**src/rtl/exc_request_gen.sv**
```systemverilog
// Exception request generator: latches device edge events and issues them
// one at a time as one-hot requests to CP0, holding off until eret.
module exc_request_gen #(
  parameter int NSRC        = 3,
  parameter int ACK_TIMEOUT = 64,
  parameter int DROP_W      = 8
) (
  input  logic              clk,
  input  logic              clr,
  input  logic [NSRC-1:0]   evt,
  input  logic [NSRC-1:0]   mask,
  input  logic              ack,
  input  logic              eret,
  input  logic              err_clr,
  output logic [NSRC-1:0]   expsrc,
  output logic              busy,
  output logic [1:0]        cur_id,
  output logic [NSRC-1:0]   pending,
  output logic              timeout,
  output logic [DROP_W-1:0] drop_cnt
);

  localparam int WCW = (ACK_TIMEOUT > 2) ? $clog2(ACK_TIMEOUT) : 1;
  localparam logic [WCW-1:0] WC_LAST = WCW'(ACK_TIMEOUT - 1);
  localparam int SW = DROP_W + 2;

  localparam logic [1:0] S_IDLE    = 2'd0;
  localparam logic [1:0] S_REQ     = 2'd1;
  localparam logic [1:0] S_SERVICE = 2'd2;

  logic [1:0]      state;
  logic [NSRC-1:0] evt_q;
  logic [WCW-1:0]  wcnt;

  logic [NSRC-1:0] rise;
  logic [NSRC-1:0] elig;
  logic [NSRC-1:0] clr_vec;
  logic [NSRC-1:0] drop_vec;
  logic [NSRC-1:0] pending_nx;
  logic [NSRC-1:0] win_oh;
  logic [1:0]      win_id;
  logic [1:0]      drop_n;
  logic [SW-1:0]   drop_sum;
  logic            mask_hit;
  logic            in_req;

  assign rise = evt & ~evt_q;
  assign elig = pending & ~mask;
  assign in_req = (state == S_REQ);

  // In REQ, expsrc is exactly the one-hot of cur_id.
  assign clr_vec  = (in_req && ack) ? expsrc : '0;
  assign mask_hit = |(mask & expsrc);

  assign pending_nx = (pending & ~clr_vec) | rise;
  assign drop_vec   = rise & pending & ~clr_vec;

  assign busy = (state == S_SERVICE);

  always_comb begin
    win_id = 2'd0;
    win_oh = '0;
    for (int i = NSRC - 1; i >= 0; i--) begin
      if (elig[i]) begin
        win_id    = 2'(i);
        win_oh    = '0;
        win_oh[i] = 1'b1;
      end
    end
  end

  always_comb begin
    drop_n = 2'd0;
    for (int i = 0; i < NSRC; i++) begin
      drop_n = drop_n + 2'(drop_vec[i]);
    end
    drop_sum = SW'(drop_cnt) + SW'(drop_n);
  end

  always_ff @(posedge clk or posedge clr) begin
    if (clr) begin
      evt_q    <= '0;
      pending  <= '0;
      drop_cnt <= '0;
    end else begin
      evt_q   <= evt;
      pending <= pending_nx;
      if (|drop_sum[SW-1:DROP_W]) begin
        drop_cnt <= '1;
      end else begin
        drop_cnt <= drop_sum[DROP_W-1:0];
      end
    end
  end

  always_ff @(posedge clk or posedge clr) begin
    if (clr) begin
      state   <= S_IDLE;
      expsrc  <= '0;
      cur_id  <= 2'd0;
      wcnt    <= '0;
      timeout <= 1'b0;
    end else begin
      // A timeout set below overrides this clear.
      if (err_clr) begin
        timeout <= 1'b0;
      end
      unique case (state)
        S_IDLE: begin
          if (|elig) begin
            cur_id <= win_id;
            expsrc <= win_oh;
            wcnt   <= '0;
            state  <= S_REQ;
          end else begin
            expsrc <= '0;
          end
        end
        S_REQ: begin
          if (ack) begin
            expsrc <= '0;
            state  <= S_SERVICE;
          end else if (mask_hit) begin
            expsrc <= '0;
            state  <= S_IDLE;
          end else if (wcnt == WC_LAST) begin
            expsrc  <= '0;
            timeout <= 1'b1;
            state   <= S_IDLE;
          end else begin
            wcnt <= wcnt + WCW'(1);
          end
        end
        S_SERVICE: begin
          expsrc <= '0;
          if (eret) begin
            state <= S_IDLE;
          end
        end
        default: begin
          expsrc <= '0;
          state  <= S_IDLE;
        end
      endcase
    end
  end

endmodule

```
**config.mk**
```make
export PLATFORM = sky130hd
export DESIGN_NAME = exc_request_gen
export DESIGN_NICKNAME = d
export VERILOG_FILES = /design/src/rtl/exc_request_gen.sv
export SDC_FILE = /design/constraint.sdc
export NUM_CORES = 1
export LEC_CHECK = 0
export ABC_CLOCK_PERIOD_IN_PS = 6700
export CELL_PAD_IN_SITES_DETAIL_PLACEMENT = 2
export CELL_PAD_IN_SITES_GLOBAL_PLACEMENT = 2
export CORE_MARGIN = 10
export CORE_UTILIZATION = 33
export DETAILED_ROUTE_END_ITERATION = 12
export PLACE_DENSITY_LB_ADDON = 0.1
export RECOVER_POWER = 25
export SYNTH_ARGS = -nofsm -noshare
export SYNTH_HDL_FRONTEND = slang
export SYNTH_SLANG_ARGS = --single-unit
```
**constraint.sdc**
```tcl
create_clock -name clk -period 6.7 [get_ports clk]
set_input_delay 1.34 -clock clk [delete_from_list [all_inputs] [get_ports clk]]
set_output_delay 1.34 -clock clk [all_outputs]
set_load 0.03 [all_outputs]
```
==> results.toml, run 1 <==
[run_status]
status = "finished clean"

[clocking]
clock_path_buffers = 2
clock-root-buffer = "clkbuf_8"
cts_tree = "built"
ctsHoldBuffers = 0
cts_setup_buffers = 0
cts.sinks = 28
clkSlewWorstSetupHoldPaths_ns = 0.10
cts_buffers = 3
clk_latency_ns = 0.28
postCtsResizedCells = 0
cts_htree_levels = 1

[sta]
finClkSkew_ns = 0.00328
fin_crit_ns = 4.08
rsz0062_at_grt = "false"
setup_viol = 0
report.final.slew_viol_count = 0
relSlewSlack_pct = 24.9
hold_viol_final = 0
final.setup.tns_ns = 0
tightest_slew_ns = 1.13
fmax_mhz = 245
finalCritPeriodShare_pct = 60.9

[die]
num_rows = 23
die_y_um = 85.0
die_x_um = 85.0
die_area_um2 = 7220
core_um2 = 4030
ios = 29
initial_utilization_pct = 34.6

[setup_path]
required_ns = 6.85
timing.rr.start = "state[1]"
arrival_ns = 4.23
reg2reg_to = "drop_cnt[4]"
reg2reg_depth = 12
reg2reg_slack_ns = 3.37
start_kind = "primary input"
critPathMaxFanout = 6
critPathKind = "in2reg"
endpoint_kind = "flop"

[final_layout]
drive_above_1_share_pct = 6.59
nFillCells = 449
area_growth_pct = 25.7
fin_nets = 185
diodes = 0
multi_input_area_um2 = 617
final_cell_count_no_fill = 217
regArea_um2 = 701

[power]
p_per_area_nw_per_um2 = 412
ir_drop_mv = 0.174
p_leak_nw = 0.784
total_power_w = 0.000720

[logic_synthesis]
synth_edf_count = 0
synth-async-reset-ratio_pct = 100
netlist-cell-type-count = 43
synth_top_area_cell = "dfrtp_1"
syn_nets = 154
synth.cell_area_um2 = 1390
avgSynthCellArea_um2 = 10.1
ys.flop_type = "dfrtp_1"
ys_seq_area_share_pct = 50.3
synth_cells = 138
synth-seq-cells = 28
ys_warn_count = 0
synth_top_area_share_pct = 50.3
post-synth-top-count-cell = "dfrtp_1"
synth_common_cells = "dfrtp_1, nand2_1, inv_1"
synth_area_leaders = "dfrtp_1, nand2_1, inv_1, fa_1, o21ai_0"

[grt]
grt_max_degree = 29
grt_pass1_wl_mm = 6.82
grt.total_usage_pct = 11.5
antenna_found_initial = 0
overflow = 0
grt_pass1_vias = 1328

[placed_design]
place.gp.congestion = 0.803
port_buffers = 28
place_inst = 214
hpwl_mm = 3.07

[hold_path]
hold_path_class = "reg2reg"
min_to = "pending[2]"
holdPathStages = 1
hp-start = "evt_q[2]"

[routing]
route.detailed.drc = 0
antenna_left = 0
drt-initial-drc-count = 27
vias = 1120
drt-vias-per-instance = 5.16
post_drt_wl_per_cell_um = 18.2
wirelength_mm = 3.95
dr.pass1.iters = 2

[job]
max_cap_viol_count = 0
## power by group
part | internal [W] | switching [W] | total [W]
clock network | 0.0000406 | 0.0000566 | 0.0000972
logic | 0.000142 | 0.000193 | 0.000335
registers | 0.000219 | 0.0000695 | 0.000289
## area by class of cell
| cell class | count | share of cell area, % |
|---|---|---|
| clock buffers | 3 | 2.36 |
| inverters | 13 | 2.79 |
| multi-input cells | 95 | 35.2 |
| flip-flops and latches | 28 | 40.0 |
| well taps | 50 | 3.57 |
| repair buffers | 28 | 16.0 |
## cells in the final DEF, fill, tap and decap left out, drive strengths merged, types with 2 or more instances in the layout
| cell | n |
|---|---|
| dfrtp | 28 |
| clkdlybuf4s50 | 22 |
| nand2 | 16 |
| inv | 13 |
| nor2 | 10 |
| o21ai | 8 |
| a21oi | 7 |
| nand3 | 7 |
| dlygate4sd3 | 6 |
| nand2b | 4 |
| and2b | 4 |
| or3 | 3 |
| ha | 3 |
| clkbuf | 3 |
| a22o | 2 |
| xor2 | 2 |
| o311ai | 2 |
| xnor2 | 2 |
| o31ai | 2 |
| fa | 2 |
| or2 | 2 |
| a21o | 2 |
## through the flow
| stage | hold slack (ns) | util [%] | instance area [um2] | setup slack, ns |
|---|---|---|---|---|
| final | 0.472 | 43.4 | 1750 | 2.62 |
| after global routing | 0.516 | 43.4 | 1750 | 2.37 |
| after CTS | 0.481 | 43.8 | 1770 | 2.71 |
| after detailed placement | 0.467 | 42.8 | 1720 | 2.42 |
| after global placement | 0.446 | 42.8 | 1720 | 2.53 |
| after floorplan | 0.429 | - | 1390 | 3.15 |
## how the worst max path moves through the flow
stage,start,to,slack [ns],cells past startpoint
after global routing,ack,drop_cnt[4],2.37,12
after global placement,ack,drop_cnt[4],2.53,12
final,ack,drop_cnt[4],2.62,12
after CTS,ack,drop_cnt[4],2.71,12
after detailed placement,ack,drop_cnt[4],2.42,12
after floorplan,ack,drop_cnt[4],3.15,11
## worst max-delay path: stages
cell           delay (ns)
dlygate4sd3_1        0.56
nand2_1              0.13
o21ai_0              0.11
or3_1                0.34
fa_1                 0.51
inv_1                0.04
ha_1                 0.21
fa_1                 0.42
nand2_1              0.11
nor2_1               0.08
nand4_1              0.22
o21ai_0              0.15
## kinds of logic after synthesis
logic type                 after synthesis  share of synthesized area (%)
DFF                                     28                           50.3
adders and majority gates                5                           5.57
buffers and inverters                   15                           4.31
xor gates and xnor gates                 4                           2.52
AOI/OAI and AO/OA                       31                           15.5
muxes                                    1                          0.809
and+or+nand+nor                         54                           20.9
## routing by layer
layer  up-vias  routed length, um  global-route usage (%)
met5         -                  0                       0
met4         0                 66                    4.49
met3         4                159                    2.58
met2        14               2050                    21.1
met1       570               1670                    12.2
li1        532                  -                       -
## registers in the layout (all words and copies together), names as in the netlist
signal    cells
drop_cnt      8
wcnt          6
evt_q         3
expsrc        3
pending       3
cur_id        2
state         2
timeout       1
Power figures use the tool's default switching activity.
==> run 2, diff against run 1 <==
ABC_CLOCK_PERIOD_IN_PS = 3900   (was 6700)
CORE_UTILIZATION = 31   (was 33)
clock period = 3.9 ns   (was 6.7 ns; I/O delays follow)
==> results.toml, run 2 (same netlist as run 1, synthesis figures left out) <==
[placed_design]
place.gp.congestion = 0.741
place_ws_ns = 0.119
placed_area_um2 = 1730
hpwl_mm = 3.15
port_buffers = 28

[setup_path]
reg2reg_slack_ns = 0.57
reg2reg_depth = 12
start_kind = "primary input"
arrival_ns = 3.60
critPathKind = "in2reg"
required_ns = 4.06
cp-startpoint = "ack"
endpoint_kind = "flop"
reg2reg_to = "drop_cnt[4]"
critPathCapture = "drop_cnt[4]"
timing.rr.start = "state[1]"
critPathMaxFanout = 6

[final_layout]
drive_above_1_share_pct = 8.28
final_common_cell = "dfrtp_1"
multi_input_area_um2 = 632
area_growth_pct = 29.4
mostFrequentLayoutCells = "dfrtp_1, clkdlybuf4s50_1, nand2_1, inv_1, nor2_1"
finalInstanceArea_um2 = 1800
nFillCells = 476
largest_reg_flops = 8
regArea_um2 = 701
diodes = 0
fin_nets = 186
top_regs = "drop_cnt x8, wcnt x6"
regMostFlops = "drop_cnt"

[job]
max_cap_viol_count = 1

[grt]
grt_max_degree = 29
grt_pass1_vias = 1333
antenna_found_initial = 0
grt_pass1_wl_mm = 6.76
grt.total_usage_pct = 11.2
overflow = 0

[clocking]
clock_path_buffers = 2
cts_tree = "built"
postCtsResizedCells = 0
clkSlewWorstSetupHoldPaths_ns = 0.11
cts_setup_buffers = 0
clk_latency_ns = 0.28
cts_htree_levels = 1
clock-root-buffer = "clkbuf_8"
cts.sinks = 28
cts_buffers = 3
ctsHoldBuffers = 0

[run_status]
violations = "capacitance limit, slew limit"
status = "finished, violations left"

[sta]
tightest_slew_ns = 1.60
hold_viol_final = 0
fmax_mhz = 291
fin_crit_ns = 3.44
worst_slack_ns = 0.461
relSlewSlack_pct = -6.64
finClkSkew_ns = 0.0109
report.final.slew_viol_count = 29
setup_viol = 0
final.setup.tns_ns = 0
rsz0062_at_grt = "false"
finalCritPeriodShare_pct = 88.2
whs_ns = 0.481

[routing]
dr.pass1.iters = 4
drt-initial-drc-count = 39
antenna_left = 0
wirelength_mm = 4.00
route.detailed.drc = 0
drt-vias-per-instance = 5.10
vias = 1126
post_drt_wl_per_cell_um = 18.1

[die]
die_x_um = 87.0
ios = 29
core_um2 = 4350
initial_utilization_pct = 32.0
die_y_um = 87.0
num_rows = 24
die_area_um2 = 7570

[hold_path]
hold_path_class = "reg2reg"

[power]
p_leak_nw = 0.802
p_per_area_nw_per_um2 = 730
ir_drop_mv = 0.324
total_power_w = 0.00131
run 2: changes by cell type in the layout (fill, tap and decap cells not counted), sizes merged:
| cell | previous run | this run |
|---|---|---|
| clkbuf | 3 | 4 |
| bufinv | 0 | 1 |
| clkdlybuf4s50 | 22 | 24 |
| dlygate4sd3 | 6 | 4 |
run 2: per-layer routing:
| metal | track usage [%] | vias up | routed length (um) |
|---|---|---|---|
| met3 | 3.28 | 2 | 195 |
| met5 | 0 | - | 0 |
| met4 | 3.53 | 0 | 31 |
| met2 | 20.3 | 14 | 2100 |
| met1 | 12.1 | 575 | 1680 |
| li1 | - | 535 | - |
run 2: final cells by class:
cell class	count	area share, %
clock buffer	3	2.29
clock inverter	1	1.67
inverter	13	2.71
multi-input combinational	95	35.1
sequential	28	38.9
tap	52	3.61
timing repair buffer	29	15.8
run 2: worst min-delay path by stage:
stage	from	end	slack, ns	cells after the start
after floorplan	evt_q[0]	pending[0]	0.43	1
after global placement	evt_q[0]	pending[0]	0.44	1
after detailed placement	evt_q[2]	pending[2]	0.47	1
after CTS	evt_q[2]	pending[2]	0.49	1
after global routing	evt_q[2]	pending[2]	0.51	1
final	evt_q[2]	pending[2]	0.48	1
run 2: per-stage QoR:
stage               std cells  utilization, %
floorplan                 138               -
global placement          217            39.8
detailed placement        217            39.8
CTS                       221            41.5
global route              221            41.4
finish                    221            41.4
run 2: power by group:
part	internal, W	total, W	switching (W)
sequential	0.000377	0.000500	0.000124
clock	0.000137	0.000231	0.0000940
combinational	0.000246	0.000583	0.000337
total	0.000760	0.00131	0.000555
run 2: critical path, cell delays in order:
cell and delay (ns):
clkdlybuf4s50_1 0.46, nand2_1 0.15, o21ai_0 0.11, or3_1 0.35, fa_1 0.52, inv_1 0.04, ha_1 0.22, fa_1 0.43
nand2_1 0.11, nor2_1 0.08, nand4_1 0.21, o21ai_0 0.13
